## config.mk

```make
export PLATFORM = sky130hd
export DESIGN_NAME = cursor_mover
export DESIGN_NICKNAME = d
export VERILOG_FILES = /design/src/rtl/cursor_mover.sv
export SDC_FILE = /design/constraint.sdc
export NUM_CORES = 1
export LEC_CHECK = 0
export CORE_MARGIN = 2
export CORE_UTILIZATION = 40
export DETAILED_ROUTE_END_ITERATION = 16
export GPL_ROUTABILITY_DRIVEN = 0
export GPL_TIMING_DRIVEN = 0
export PLACE_DENSITY = 0.74
export SLEW_MARGIN = 15
export SYNTH_ARGS = -nofsm -noshare
export SYNTH_HDL_FRONTEND = slang
export SYNTH_SLANG_ARGS = --single-unit
```

## constraint.sdc

```tcl
create_clock -name clk -period 5.6 [get_ports clk]
set_input_delay 1.4 -clock clk [delete_from_list [all_inputs] [get_ports clk]]
set_output_delay 1.4 -clock clk [all_outputs]
set_load 0.02 [all_outputs]
```

## src/rtl/cursor_mover.sv

```systemverilog
// Moves one on-screen object by signed per-tick deltas inside the VGA active window.
// Edges are clamped, wrapped or bounced depending on MODE; absolute loads take priority over steps.
module cursor_mover #(
  parameter int HBP    = 144,
  parameter int HFP    = 784,
  parameter int VBP    = 31,
  parameter int VFP    = 511,
  parameter int SIZE_X = 8,
  parameter int SIZE_Y = 8,
  parameter int DW     = 5,
  parameter int MODE   = 0
) (
  input  logic          clk,
  input  logic          clr,
  input  logic          en,
  input  logic          tick,
  input  logic [DW-1:0] delta_x,
  input  logic [DW-1:0] delta_y,
  input  logic          load,
  input  logic [9:0]    load_x,
  input  logic [9:0]    load_y,
  output logic [9:0]    dot_x,
  output logic [9:0]    dot_y,
  output logic          dir_x,
  output logic          dir_y,
  output logic          hit_x,
  output logic          hit_y,
  output logic          step_done
);

  localparam logic signed [11:0] X_MIN = 12'(HBP);
  localparam logic signed [11:0] X_MAX = 12'(HFP - SIZE_X);
  localparam logic signed [11:0] Y_MIN = 12'(VBP);
  localparam logic signed [11:0] Y_MAX = 12'(VFP - SIZE_Y);
  localparam logic [9:0]         X_CTR = 10'((HBP + HFP) / 2);
  localparam logic [9:0]         Y_CTR = 10'((VBP + VFP) / 2);

  typedef struct packed {
    logic [9:0] pos;
    logic       hit;
    logic       dir;
  } axis_t;

  // 12-bit signed arithmetic leaves room to negate the most negative delta.
  function automatic axis_t move_axis(
    input logic [9:0]         pos,
    input logic [DW-1:0]      delta,
    input logic               dir,
    input logic signed [11:0] lo,
    input logic signed [11:0] hi
  );
    logic signed [11:0] d;
    logic signed [11:0] n;
    logic signed [11:0] span;
    logic signed [11:0] w;
    axis_t              r;
    span  = hi - lo + 12'sd1;
    d     = {{(12-DW){delta[DW-1]}}, delta};
    if (dir) d = -d;
    n     = $signed({2'b00, pos}) + d;
    w     = n;
    r.hit = 1'b0;
    r.dir = dir;
    if (n < lo) begin
      r.hit = 1'b1;
      w     = (MODE == 1) ? n + span : lo;
    end else if (n > hi) begin
      r.hit = 1'b1;
      w     = (MODE == 1) ? n - span : hi;
    end
    r.pos = w[9:0];
    // Only bounce mode reverses; landing exactly on a bound is not a hit.
    if (MODE == 2 && r.hit) r.dir = ~dir;
    return r;
  endfunction

  function automatic logic [9:0] clamp_load(
    input logic [9:0]         v,
    input logic signed [11:0] lo,
    input logic signed [11:0] hi
  );
    logic signed [11:0] s;
    logic signed [11:0] c;
    s = $signed({2'b00, v});
    c = s;
    if (s < lo)      c = lo;
    else if (s > hi) c = hi;
    return c[9:0];
  endfunction

  logic  tick_q;
  logic  step_req;
  axis_t nx;
  axis_t ny;

  assign step_req = tick & ~tick_q & en;

  always_comb begin
    nx = move_axis(dot_x, delta_x, dir_x, X_MIN, X_MAX);
    ny = move_axis(dot_y, delta_y, dir_y, Y_MIN, Y_MAX);
  end

  // tick_q resets high so a tick already held at release does not count as a rise.
  always_ff @(posedge clk or posedge clr) begin
    if (clr) begin
      tick_q    <= 1'b1;
      dot_x     <= X_CTR;
      dot_y     <= Y_CTR;
      dir_x     <= 1'b0;
      dir_y     <= 1'b0;
      hit_x     <= 1'b0;
      hit_y     <= 1'b0;
      step_done <= 1'b0;
    end else begin
      tick_q    <= tick;
      hit_x     <= 1'b0;
      hit_y     <= 1'b0;
      step_done <= 1'b0;
      if (load) begin
        dot_x <= clamp_load(load_x, X_MIN, X_MAX);
        dot_y <= clamp_load(load_y, Y_MIN, Y_MAX);
        dir_x <= 1'b0;
        dir_y <= 1'b0;
      end else if (step_req) begin
        dot_x     <= nx.pos;
        dot_y     <= ny.pos;
        dir_x     <= nx.dir;
        dir_y     <= ny.dir;
        hit_x     <= nx.hit;
        hit_y     <= ny.hit;
        step_done <= 1'b1;
      end
    end
  end

endmodule

```

# Word-level counts from Yosys, hierarchy flattened
# Index checks and enable logic that the tools add are counted.
# word_totals
regBits	24
in_bits	35
output_inout_bits	25
# op_classes
add_sub_neg	2
order_cmp	8
n_mux	22
bitwise	3
n_reduce_logical	1
# ops
operator	count
$mux 10	12
$add 11x5->12	2
$gt 12x10->1 const B	1
$gt 12x11->1 const B	1
$lt 12x6->1 const B	1
$lt 12x9->1 const B	1
$gt 10x10->1 const B	1
$gt 10x9->1 const B	1
$lt 10x5->1 const B	1
$lt 10x8->1 const B	1
$mux 1	10
$and 1x1->1	2
$reduce_bool 2->1	1
$not 1->1	1

# Depth between registers and ports, before layout
# Gate-level depths: netlist (run 1).
# logic_depth
ltp_word	6
mapped_depth	11
ltp_nobuf	11

# Worst setup path before layout (run 1)
# Ideal clock, no wire load.
# synth_timing
path_kind	input to register
from	input port delta_x[0]
to	register dot_x[2]
setup_time_ps	64
arrival_time_ps	3471
required_ps	5536
setup_slack_ps	2065
stages	11
path_buffers	0
cell_sequence	ha_1 inv_1 fa_1 nor2b_4 o22ai_2 xnor2_1 nor3_1 a311oi_1 a2111oi_2 and2_1 a21o_1
# synth_between
elab_chain_cells	6
word_cells_on_any_way	7
# synth_lines
element	line_no	text
from (decl)	17	input logic [DW-1:0] delta_x,
$add 11x5->12 *	60	n = $signed({2'b00, pos}) + d;
$gt 12x11->1	67	end else if (n > hi) begin
$mux 10	67	
$mux 10 *	64	if (n < lo) begin
$mux 10 *	124	end else if (step_req) begin
$mux 10 *	119	if (load) begin
to (signal assigned)	120	dot_x <= clamp_load(load_x, X_MIN, X_MAX);
to (signal assigned)	125	dot_x <= nx.pos;
to (decl)	22	output logic [9:0] dot_x,
# Every way passes the cells marked *; elsewhere a longest branch is shown, timed or not. The select of a mux whose other input is x is not followed.
# A chain may end at the register's enable or synchronous reset.

# Worst setup path in the final report (run 1)
# layout_timing
from	input port delta_x[4]
to	register dot_x[0]
# Same word-level chain as after synthesis.

==> metrics.md, run 1 <==
| Metric | Value |
|---|---|
| Outcome | complete, no violations |
| Cells after Synth | 330 |
| # rows | 30 |
| Max FO, Critical Path | 8 |
| Final setup fails | 0 |
| Synth cell types | 75 |
| Syn. warnings | 0 |
| Largest net degree at the start of global routing | 25 |
| Register Area | a little over 600 µm² |
| F_max | ~230 MHz |
| Most common cell after layout, fill and taps aside | clkdlybuf4s50_1 |
| Slowest stage delay, CP | about 680 ps |
| Clk Tree Root Cell | clkbuf_8 |
| RR Startpoint | dot_x[0] |
| Starting Density | ~41% |
| Chip height | around 86 µm |
| RSZ-0062 raised after global routing | no |
| Setup Crit Path Kind | in -> reg |
| Multi-input gate area | approximately 0.0020 mm² |
| Ys flop type | dfrtp_1 |
| Avg WL per Cell | 15.53 µm |
| # port buffers | between 50 and 60 |
| Fin. max-slew vios | 0 |
| Setup TNS | 0 ps |
| Vias | between 2000 and 3000 |
| CP required | just under 6000 ps |
| R2r endpoint | dot_x[0] |
| Worst reg2reg path depth | 11 |
| # clock sinks | 24 |
| Initial antenna violation count | 0 |
| Reg-to-reg slack, setup | 2590 ps |
| CP arrival | between 4000 and 5000 ps |
| Residual DRC | 0 |
| Max cap viols | 0 |
| Vias in the first global route | between 2000 and 3000 |
| I/O pin cnt | 60 |
| Skew-Pair Late Insertion Delay | about 260 ps |
| Worst-case clock buffer depth | 2 |
| Nets | about 450 |
| Worst Hold Slack | 554.4 ps |
| Worst setup EP type | flop |
| Largest cells by area after synthesis | dfrtp_1 (13%), ha_1 (10%), dfstp_2 (9.7%) |
| CTS resizes | 0 |
| P&R area growth vs syn | 27.11% |
| Fillers | 664 |
| #FFs+latches synth | 24 |
| Relative slew margins | a little under two fifths |
| Worst Hold Class | reg -> reg |
| Commonest cells after routing, fill and taps aside | clkdlybuf4s50_1 (56), nor2_1 (36), nand2_1 (26), a21oi_1 (24), ha_1 (22) |
| Ys async rst share | between 90% and 100% |
| Share of cells above drive strength 1 | under 10% |
| Core area | 0.006681 mm² |
| Peak supply drop | 0.1474 mV |
| Worst Clk Skew | ~5.4 ps |
| Post-CTS setup buffer count | 0 |
| Worst setup path endpoint | dot_x[0] |
| Avg Synthesized Cell Area | ~8.2 µm² |
| Synth area leader | dfrtp_1 |
| DPL Wire Length | 5896 µm |
| Mapped Area | approximately 0.0027 mm² |
| Via density | 5.764 |
| Final std cells w/o fill | 471 |
| Pwr Total | between 0.0008 and 0.0009 W |
| Category of the worst setup path launch point | primary input |
| Clk pin slew, worst setup/hold paths | 90 ps |
| Fin crit period | between 4000 and 5000 ps |
| CP Launch Point | delta_x[4] |
| Gr usage total | 19.85% |
| Placed insts | around 470 |
| Power per cell area | 235.6 mW/mm² |
| First-pass GRT wire length | about 12000 µm |
| DRT Wirelength | approximately 7300 µm |
| Die width | 86.37 µm |
| Routed Antenna Nets | 0 |
| CTS tree | built |
| Crit path cell chain | clkdlybuf4s50_1 -> ha_1 -> buf_2 -> nand3_1 -> o22ai_1 -> o211a_1 -> nor3_1 -> a311oi_1 -> a2111oi_2 -> nand2_1 -> o21ai_1 |
| N_diodes | 0 |
| Cts hold-fix bufs | 0 |
| Post-synth EDFFs | 0 |
| Htree depth | 1 |
| Tcrit/Tclk final | approximately 76% |
| Drt pass-1 iters | 4 |
| Slew @ Worst Pin | 927.2 ps |
| CTS Buf Count | 3 |
| CP max-delay cell | clkdlybuf4s50_1 |
| Leakage | around 1.4 nW |
| GRT overflow | 0 |
| Top-area cell type share of the netlist area | 12.91% |
| Finished Core Util | roughly half |
| Die ar. | 0.007460 mm² |
| Post-synthesis sequential area ratio | a little under a quarter |
| Final hold violations | 0 |
| 1st-iter DRT viols | roughly 130 |
[worst max-delay path, delay by kind of cell]
kind	cells	cell delay, ps
AND/OR/NAND/NOR	3	650
AO/OA/AOI/OAI	5	1260
buffers and inverters	2	850
adder cells (fa/ha/maj)	1	290
[through the flow]
step / cell area [µm²] / setup slack [ps]
2_1_floorplan: 2718 / 2065
3_3_place_gp: 3378 / 1133
3_5_place_dp: 3378 / 1104
4_1_cts: 3450 / 1366
5_1_grt: 3450 / 1230
6_report: 3450 / 1340
[how the worst min path moves through the flow]
stage	startpoint	to	depth (start not counted)
after global routing	dot_x[7]	dot_x[7]	2
after floorplan	dot_x[7]	dot_x[7]	2
final	dot_x[7]	dot_x[7]	2
after CTS	dot_x[7]	dot_x[7]	2
after global placement	dot_x[7]	dot_x[7]	2
after detailed placement	dot_x[7]	dot_x[7]	2
[registers in the layout (all words and copies together) (netlist names)]
register,flops
dot_x,10
step_done,1
hit_y,1
dot_y,10
tick_q,1
hit_x,1
[metal layers]
layer	share of wire [%]	global-route usage [%]	wire length, µm
met1	45	25.86	3298
met2	50	35.87	3638
met3	4.5	1.524	326
met4	0.70	4.261	51
met5	0	0	0
[synthesized netlist by cell type, types with 3 or more instances]
cell type	instances
a21oi_2	3
dfstp_2	10
nand3_1	6
o21ai_1	4
o21ai_0	14
inv_1	19
a211oi_1	3
and3_1	4
o22ai_1	5
nand2_1	26
a22oi_1	5
a21oi_1	24
a21o_1	6
xnor2_1	13
o21a_1	5
dfrtp_1	14
nor2_1	36
nor3_1	7
nor3b_1	3
xor2_1	6
clkbuf_1	8
nand2b_1	6
nand3b_1	3
o221ai_1	4
o31a_1	3
ha_1	22
o211ai_1	7
o21bai_1	3
and2_1	3
[kinds of logic (layout without fill, tap and decap cells)]
family	Yosys count	in the layout	synth area share (%)
xor gates and xnor gates	20	20	6.731
AOI/OAI and AO/OA	119	119	33.20
other	1	2	0.1382
buffers and inverters	33	93	5.440
muxes	1	1	0.3688
and+or+nand+nor	108	108	19.92
DFF	24	24	22.59
adders and majority gates	24	24	11.62
[power by group]
group          switching (W)  internal, W  leakage [nW]
combinational       0.000254     0.000194          1.11
clock              0.0000544    0.0000955        0.0357
sequential         0.0000178     0.000197         0.279
[cell type report]
type	instances	area share, %
Multi-Input combinational cell	274	56.73
Timing Repair Buffer	56	16.25
Sequential cell	24	17.77
Buffer	14	2.213
Tap cell	80	2.902
Clock buffer	3	1.197
Clock inverter	1	0.8705
Inverter	19	2.067
(Power assumes the default switching activity.)
==> run 2: changes to the inputs <==
Settings changed: PLACE_DENSITY 0.74 to 0.76.
Clock period 5.6 ns to 3.9 ns, I/O delays scaled along.
==> run 2 against run 1 <==
Effect of this change: final cell count is 0.42% higher; worst setup slack lost 1100 ps; critical endpoint is now dot_y[6]; non-clock buffer count is 2 higher; clock power up 45%; hold slack better by 3.1 ps; highest routed layer unchanged.
==> metrics.md, run 2 (synthesized netlist as in run 1, its figures left out) <==
| Metric | Value |
|---|---|
| Starting Density | between 40 and 50% |
| Core area | between 0.006 and 0.007 mm² |
| Die width | about 86 µm |
| RSZ-0062 raised after global routing | no |
| Max cap viols | 0 |
| Vias in the first global route | roughly 2600 |
| Gr usage total | between 10% and 20% |
| Pwr Total | 0.001177 W |
| Crit path cell chain | clkdlybuf4s50_1 -> ha_1 -> inv_1 -> fa_1 -> nand2b_1 -> a21oi_2 -> o21ai_0 -> a211oi_1 -> nor3_2 -> o41ai_1 -> o221ai_1 |
| I/O pin cnt | 60 |
| CP max-delay cell | clkdlybuf4s50_1 |
| Fin. max-slew vios | 0 |
| Final hold violations | 0 |
| Crit path buffers/inverters | 2 |
| Peak supply drop | 0.1494 mV |
| Drt pass-1 iters | 4 |
| Skew-Pair Late Insertion Delay | about 270 ps |
| Setup TNS | 0 ps |
| Slew @ Worst Pin | 897.4 ps |
| DRT Wirelength | between 7000 and 8000 µm |
| Setup Crit Path Kind | in -> reg |
| Category of the worst setup path launch point | primary input |
| F_max | 272.3 MHz |
| Routed Antenna Nets | 0 |
| Top flop regs | dot_x (10), dot_y (10) |
| Relative slew margins | around 40% |
| Reg-to-reg slack, setup | 860 ps |
| Fin crit period | 3673 ps |
| Final setup fails | 0 |
| Slowest stage delay, CP | between 400 and 500 ps |
| Power per cell area | 339.8 mW/mm² |
| DPL Wire Length | a little under 6000 µm |
| # port buffers | between 50 and 60 |
| # clock sinks | 24 |
| Worst-case clock buffer depth | 2 |
| Tcrit/Tclk final | 94.17% |
| CTS Buf Count | 3 |
| Most common cell after layout, fill and taps aside | clkdlybuf4s50_1 |
| Share of cells above drive strength 1 | about a tenth |
| CTS tree | built |
| Worst Hold Class | reg -> reg |
| Placed cell areas | between 0.003 and 0.004 mm² |
| Leakage | 1.435 nW |
| Largest net degree at the start of global routing | 25 |
| Die ar. | 0.007460 mm² |
| Max FO, Critical Path | 5 |
| Final instance area | 0.003465 mm² |
| Finished Core Util | 51.85% |
| GRT overflow | 0 |
| Commonest cells after routing, fill and taps aside | clkdlybuf4s50_1 (56), nor2_1 (36), nand2_1 (26), a21oi_1 (24), ha_1 (22) |
| CP required | about 4000 ps |
| P&R area growth vs syn | 27.66% |
| Vias | about 2700 |
| Nets | 453 |
| # rows | 30 |
| 1st-iter DRT viols | between 100 and 150 |
| Via density | between 5 and 6 |
| N_diodes | 0 |
| Initial antenna violation count | 0 |
| Chip height | between 80 and 90 µm |
| Worst setup EP type | flop |
| Htree depth | 1 |
| Avg WL per Cell | between 15 and 20 µm |
| CP delay by family, top | compound AO/OA/AOI/OAI gates |
| Clk pin slew, worst setup/hold paths | approximately 80 ps |
| Outcome | complete, no violations |
| CP arrival | roughly 3800 ps |
| Worst Clk Skew | 11.54 ps |
| Residual DRC | 0 |
| First-pass GRT wire length | 11560 µm |
| Clk Tree Root Cell | clkbuf_8 |
==> run 2: changes by cell type in the layout (fill, tap and decap cells not counted), sizes merged <==
cell	delta
buf	+2
==> run 2: area by class of cell <==
class	instances	area (µm²)
plain buffers	14	76.32
clock buffers	3	41.29
repair buffers	58	575.6
well taps	80	100.1
multi-input cells	274	1957
clock inverters	1	30.03
fillers	654	3217
flip-flops and latches	24	613.1
inverters	19	71.32
==> run 2: power breakdown <==
group / switching, W / internal (W)
Sequential: 0.0000256 / 0.000283
Clock: 0.0000795 / 0.000137
Combinational: 0.000367 / 0.000285
Total: 0.000472 / 0.000705
==> run 2: metal layers <==
metal  vias up  part of all wire [%]  global-route usage (%)
li1       1346                     -                       -
met1      1299                    45                   24.47
met2        75                    49                   33.71
met3        11                   3.9                   1.905
met4         0                   1.8                   6.250
met5         -                     0                       0
==> run 2: worst min-delay path: stages, from the launching register on <==
cell and delay (ps):
dfstp_2 390, nand2_1 50, o221ai_1 100
==> run 2: worst paths after layout <==
check,depth (start not counted),start,to
setup / recovery,11,delta_y[0],dot_y[6]
min in group asynchronous,2,clr,hit_x
hold / removal,2,dot_x[7],dot_x[7]
setup reg to reg,10,dot_y[0],dot_y[6]
hold reg to reg,2,dot_x[7],dot_x[7]
max in group asynchronous,2,clr,dot_y[7]
==> run 2: per-stage QoR <==
step | std cells | hold slack (ps) | setup slack (ps)
floorplan | 331 | 564.9 | 789.8
global placement | 467 | 541.7 | -97.96
detailed placement | 467 | 543.6 | -194.2
CTS | 471 | 555.2 | 79.59
global route | 473 | 568.1 | 5.985
finish | 473 | 557.5 | 227.5
==> run 2: repair_timing <==
action                     in CTS  in global routing
gates resized for setup         0                  0
hold buffers                    0                  0
setup buffers                   0                  2
setup endpoints to repair       0                  5
==> variant 1: new RTL, settings of run 2 <==
Register the input `delta_x` before use. The logic sees it one clock later. The other inputs are not delayed to match.
--- a/src/rtl/cursor_mover.sv
+++ b/src/rtl/cursor_mover.sv
@@ -40,6 +40,12 @@
     logic       hit;
     logic       dir;
   } axis_t;
+
+  logic [DW-1:0] delta_x_q;
+
+  always_ff @(posedge clk) begin
+    delta_x_q <= delta_x;
+  end
 
   // 12-bit signed arithmetic leaves room to negate the most negative delta.
   function automatic axis_t move_axis(
@@ -96,7 +102,7 @@
   assign step_req = tick & ~tick_q & en;
 
   always_comb begin
-    nx = move_axis(dot_x, delta_x, dir_x, X_MIN, X_MAX);
+    nx = move_axis(dot_x, delta_x_q, dir_x, X_MIN, X_MAX);
     ny = move_axis(dot_y, delta_y, dir_y, Y_MIN, Y_MAX);
   end
 
Formal check against the unedited RTL: not equivalent (Yosys sat finds a counterexample within 4 cycles, from zero or initial values).
==> variant 1 against run 2 <==
  * Register-to-register slack worse by 0.08 ns
  * Cell area is 5.6% higher
  * Worst setup slack better by 0.011 ns
  * Die area is 5.0% higher
  * Wire length is 7.1% higher
  * Sequential cell count is 5 higher
  * Synthesized cell count is 1.8% higher
  * Total power is 33% higher
  * Synthesized area is 5.2% higher
  * Largest cell class unchanged
  * Highest routed layer unchanged
==> variant 1: results (changes against run 2) <==
[logic_synthesis]
yosysWarnings = 0  ; unchanged
synth.top_cells.by_count = 22 x ha_1, 22 x nand2_1, 22 x nor2_1, 22 x o21ai_0, 17 x inv_1  ; was 36 x nor2_1, 26 x nand2_1, 24 x a21oi_1
synth_async_sr_flop_share = 0.828  ; was 1.00
synth.distinct_cells = 73  ; was 75
seq_area_frac_synth = 0.250  ; was 0.226
synthFlopType = dfrtp_1  ; unchanged
ys_top_cells_by_area = dfrtp_1 12%, ha_1 9.6%, dfstp_2 9.2%  ; was dfrtp_1 13%, ha_1 10%, dfstp_2 9.7%

[worst_setup_path]
arrival_ns = 3.81  ; was 3.79 ns
crit_fanout = 4  ; was 5
timing.rr.start = delta_x_q[4]  ; was dot_y[0]

[sta]
clock-skew-final_ns = 0.00808  ; was 0.0115 ns
relSlewSlack = 0.339  ; was 0.401

[final_layout]
nFillCells = 645  ; was 654
top_regs = dot_x: 10 flops, dot_y: 10 flops, delta_x_q: 5 flops  ; was dot_x: 10 flops, dot_y: 10 flops
final_layout_size_suffix_gt1_frac = 0.114  ; was 0.102
nets = 461  ; was 453

[global_routing]
grt_pass1_wl_microns = 12600  ; was 11600 microns
track_usage = 0.201  ; was 0.191
grt_pass1_vias = 2711  ; was 2563

[outcome]
outcome = finished clean  ; unchanged

[pwr]
vdd_drop_max_mv = 0.255  ; was 0.149 mV
power_leakage_nw = 1.53  ; was 1.43 nW

[cts]
clock_latency_ns = 0.29  ; was 0.27 ns
cts_root_buffer = clkbuf_8  ; unchanged
cts_buffers = 5  ; was 3
htree_levels = 2  ; was 1
path_clk_slew_ns = 0.06  ; was 0.08 ns

[routing]
drt_iter0_drc = 139  ; was 104
avgRoutedWirePerCell_microns = 15.5  ; was 15.3 microns
drt_pass1_iterations = 4  ; unchanged
via_per_inst = 5.80  ; was 5.77

[place]
hpwl_microns = 5980  ; was 5890 microns
port_buffers = 57  ; was 56

[worst_hold_path]
min_from = dot_y[9]  ; was dot_x[7]

-- variant 1: cell types whose count changed after synthesis, moves of 8 or more --
cell / delta
a21oi_1: -9
nor2_1: -14
o21ai_0: +8
xnor2_1: -8
-- variant 1: final timing paths --
| path | end | slack [ns] | depth (start not counted) |
|---|---|---|---|
| min in group asynchronous | dot_x[5] | 1.23 | 2 |
| max | dot_y[5] | 0.24 | 12 |
| max in group asynchronous | dot_y[6] | 2.07 | 2 |
| min | dot_y[9] | 0.55 | 1 |
| min reg2reg | dot_y[9] | 0.55 | 1 |
| max reg2reg | dot_x[3] | 0.78 | 9 |
-- variant 1: cell type report --
type,instances,share of cell area
multi-input combinational,277,0.557
sequential,29,0.195
timing repair buffer,58,0.157
tap,96,0.0328
clock buffer,6,0.0198
buffer,14,0.0185
inverter,17,0.0174
clock inverter,2,0.00274
-- variant 1: power breakdown --
part	total (mW)	switching [mW]	internal (mW)
combinational	0.922	0.521	0.400
sequential	0.392	0.0401	0.352
clock	0.250	0.127	0.124
-- variant 1: stage by stage --
step / cells / worst slack, ns / util / hold WS (ns) / area [sq um]
6_report: 499 / 0.238 / 0.532 / 0.550 / 3660
5_1_grt: 499 / 0.0296 / 0.532 / 0.587 / 3660
4_1_cts: 498 / 0.138 / 0.529 / 0.557 / 3630
3_5_place_dp: 490 / -0.399 / 0.517 / 0.538 / 3550
3_3_place_gp: 490 / -0.342 / 0.517 / 0.550 / 3550
2_1_floorplan: 337 / 0.686 / - / 0.598 / 2860
-- variant 1: worst max-delay path, stage by stage --
cell and delay, ns:
clkdlybuf4s50_1 0.47, ha_1 0.20, inv_1 0.07, fa_1 0.41, nor2b_2 0.16, o31a_1 0.25
a41oi_1 0.23, a211oi_2 0.26, nand3_1 0.13, o311ai_1 0.29, o31a_2 0.24, a22oi_1 0.10
-- variant 1: metal layers --
layer  track usage  vias up  wire (microns)
met5             0        -               0
met4        0.0482        0              92
met3        0.0345        9             406
met2         0.313       88            3450
met1         0.292     1391            3790
li1              -     1406               -
-- variant 1: logic make-up (layout without fill, tap and decap cells) --
logic type,after synthesis,in the layout,synth area share
xor+xnor,11,11,0.0390
other cells,1,2,0.00131
buf+inv,31,97,0.0460
fa+ha+maj,25,25,0.114
flops,29,29,0.250
mux,5,5,0.0188
compound gates,125,125,0.327
simple gates,109,109,0.204
-- variant 1: repair_timing --
action | CTS | global route
buffers inserted | 0 | 1
pin swaps | 0 | 1
hold buffers | 0 | 0
setup endpoints to repair | 7 | 9
resized for setup | 1 | 6
==> variant 2: new RTL, flow settings as in run 2 <==
Without the edit above. `MODE`: 0 -> 1.
--- a/src/rtl/cursor_mover.sv
+++ b/src/rtl/cursor_mover.sv
@@ -8,7 +8,7 @@
   parameter int SIZE_X = 8,
   parameter int SIZE_Y = 8,
   parameter int DW     = 5,
-  parameter int MODE   = 0
+  parameter int MODE   = 1
 ) (
   input  logic          clk,
   input  logic          clr,
Behaviour: not the same (a bounded check fails within 4 cycles, from zero or initial values).
==> variant 2 against run 2 <==
  * Count of clock-buffer cells in the layout grew 1
  * Clock skew decreased by 0.0025 ns
  * Synthesized area rose by 21%
  * Non-clock buffer count up 22
  * Synthesized cell count increased by 29%
  * Critical path depth increased by 2
  * Largest cell class unchanged
  * Cell area up 36%
  * Sequential cell count is the same
  * Worst setup slack worse by 0.19 ns
  * Critical endpoint is now dot_x[9]
  * Wire length is 52% higher
Power is not compared: it rests on default switching activity, and its combinational part moved more than twofold at a synthesized area within 25%.
==> variant 2: results (changes against run 2) <==
[sta]
clock-skew-final_ns = 0.00907  ; was 0.0115 ns
tightest_slew_ns = 0.930  ; was 0.897 ns

[final_layout]
clock_area_frac = 0.0117  ; was 0.0206
final_layout_size_suffix_gt1_frac = 0.238  ; was 0.102
nets = 578  ; was 453
seq-cell-share = 0.130  ; was 0.177
signal_buffers = 94  ; was 72
nClkBuffers = 4  ; was 3
bufAreaShareNonClock = 0.179  ; was 0.188
nFillCells = 717  ; was 654
inv_count = 22  ; was 19
flops_and_latches = 24  ; unchanged
multi_input_area_share = 0.634  ; was 0.565

[worst_setup_path]
slowest_delay_ns = 0.49  ; was 0.47 ns
crit_fanout = 4  ; was 5
cpMaxStageDelayCell = or4_4  ; was clkdlybuf4s50_1
arrival_ns = 4.02  ; was 3.79 ns
cp_top_family = simple AND/OR/NAND/NOR gates  ; was compound AO/OA/AOI/OAI gates

[logic_synthesis]
synth_fa_ha_area_frac = 0.119  ; was 0.116
synth.top_cells.by_count = 39 x nor2_1, 35 x a21oi_1, 32 x nand2_1  ; was 36 x nor2_1, 26 x nand2_1, 24 x a21oi_1
synth.distinct_cells = 74  ; was 75
synthMuxAreaShare = 0.0183  ; was 0.00369
synth_xor_area_frac = 0.0802  ; was 0.0673
synth_async_sr_flop_share = 1.00  ; unchanged
ys_top_cells_by_area = dfrtp_1 11%, ha_1 11%, dfstp_2 8.0%  ; was dfrtp_1 13%, ha_1 10%, dfstp_2 9.7%
synth_compound_area_frac = 0.302  ; was 0.332

[cts]
clock_latency_ns = 0.27  ; about the same
htree_levels = 1  ; unchanged

[routing]
drt_iter0_drc = 186  ; was 104
drt_pass1_iterations = 5  ; was 4
via_per_inst = 6.03  ; was 5.77
wl_met1_microns = 4300  ; was 3290 microns
num_vias = 3722  ; was 2731
wl_met3_microns = 460  ; was 280 microns
wl_met2_microns = 5970  ; was 3530 microns

[global_routing]
track_usage = 0.229  ; was 0.191
grt_use_met2 = 0.463  ; was 0.337
grt_use_met3 = 0.0215  ; was 0.0190
grt_util_met1 = 0.249  ; was 0.245
grt_pass1_wl_microns = 16600  ; was 11600 microns

[place]
numPlacedInstances = 587  ; was 467
placed_cell_area_sq_um = 4000  ; was 3380 sq um
pre_cts_slack_ns = -1.01  ; was -0.194 ns
hpwl_microns = 7310  ; was 5890 microns

[floorplanning]
placeableCoreArea_sq_um = 8090  ; was 6680 sq um

[outcome]
outcome = finished clean  ; unchanged

[pwr]
vdd_drop_max_mv = 0.253

-- variant 2: cell count changes after synthesis, moves of 5 or more --
| cell | change |
|---|---|
| a21oi_1 | +11 |
| ha_1 | +6 |
| a31oi_1 | +9 |
| nand3_1 | +12 |
| nand4_1 | +5 |
| o21ai_0 | +8 |
| xor2_1 | +6 |
| mux2i_1 | +5 |
| nor3_1 | +9 |
| xnor2_1 | +5 |
| a211oi_1 | +7 |
| or2_2 | +5 |
| nand2_1 | +6 |
-- variant 2: power by group --
group / switching [mW] / internal [mW] / total (mW) / leakage (nW)
combinational: 0.859 / 0.665 / 1.52 / 1.55
clock: 0.0835 / 0.0903 / 0.174 / 0.0288
sequential: 0.0394 / 0.290 / 0.329 / 0.277
total: 0.982 / 1.05 / 2.03 / 1.86
-- variant 2: final timing paths --
check                            from  endpoint  slack [ns]  cells after the start
min in group asynchronous         clr  dot_y[4]        1.21                      2
max                        delta_x[2]  dot_x[9]        0.04                     13
max in group asynchronous         clr  dot_y[5]        2.13                      2
max reg2reg                  dot_y[0]  dot_y[5]        0.36                     15
min reg2reg                  dot_x[7]  dot_x[7]        0.52                      2
min                          dot_x[7]  dot_x[7]        0.52                      2
-- variant 2: repair_timing --
item / in CTS / in global routing
hold endpoints to repair: 0 / 0
resized for setup: 66 / 37
buffers inserted: 23 / 6
endpoints found under the setup margin: 21 / 18
pin swaps: 36 / 27
-- variant 2: cell families (layout without fill, tap and decap cells) --
group,count (synthesis),count (layout)
buffers and inverters,34,120
xor gates and xnor gates,30,30
DFF,24,24
muxes,6,6
other,1,2
adders and majority gates,30,30
and+or+nand+nor,157,157
AOI/OAI and AO/OA,143,143
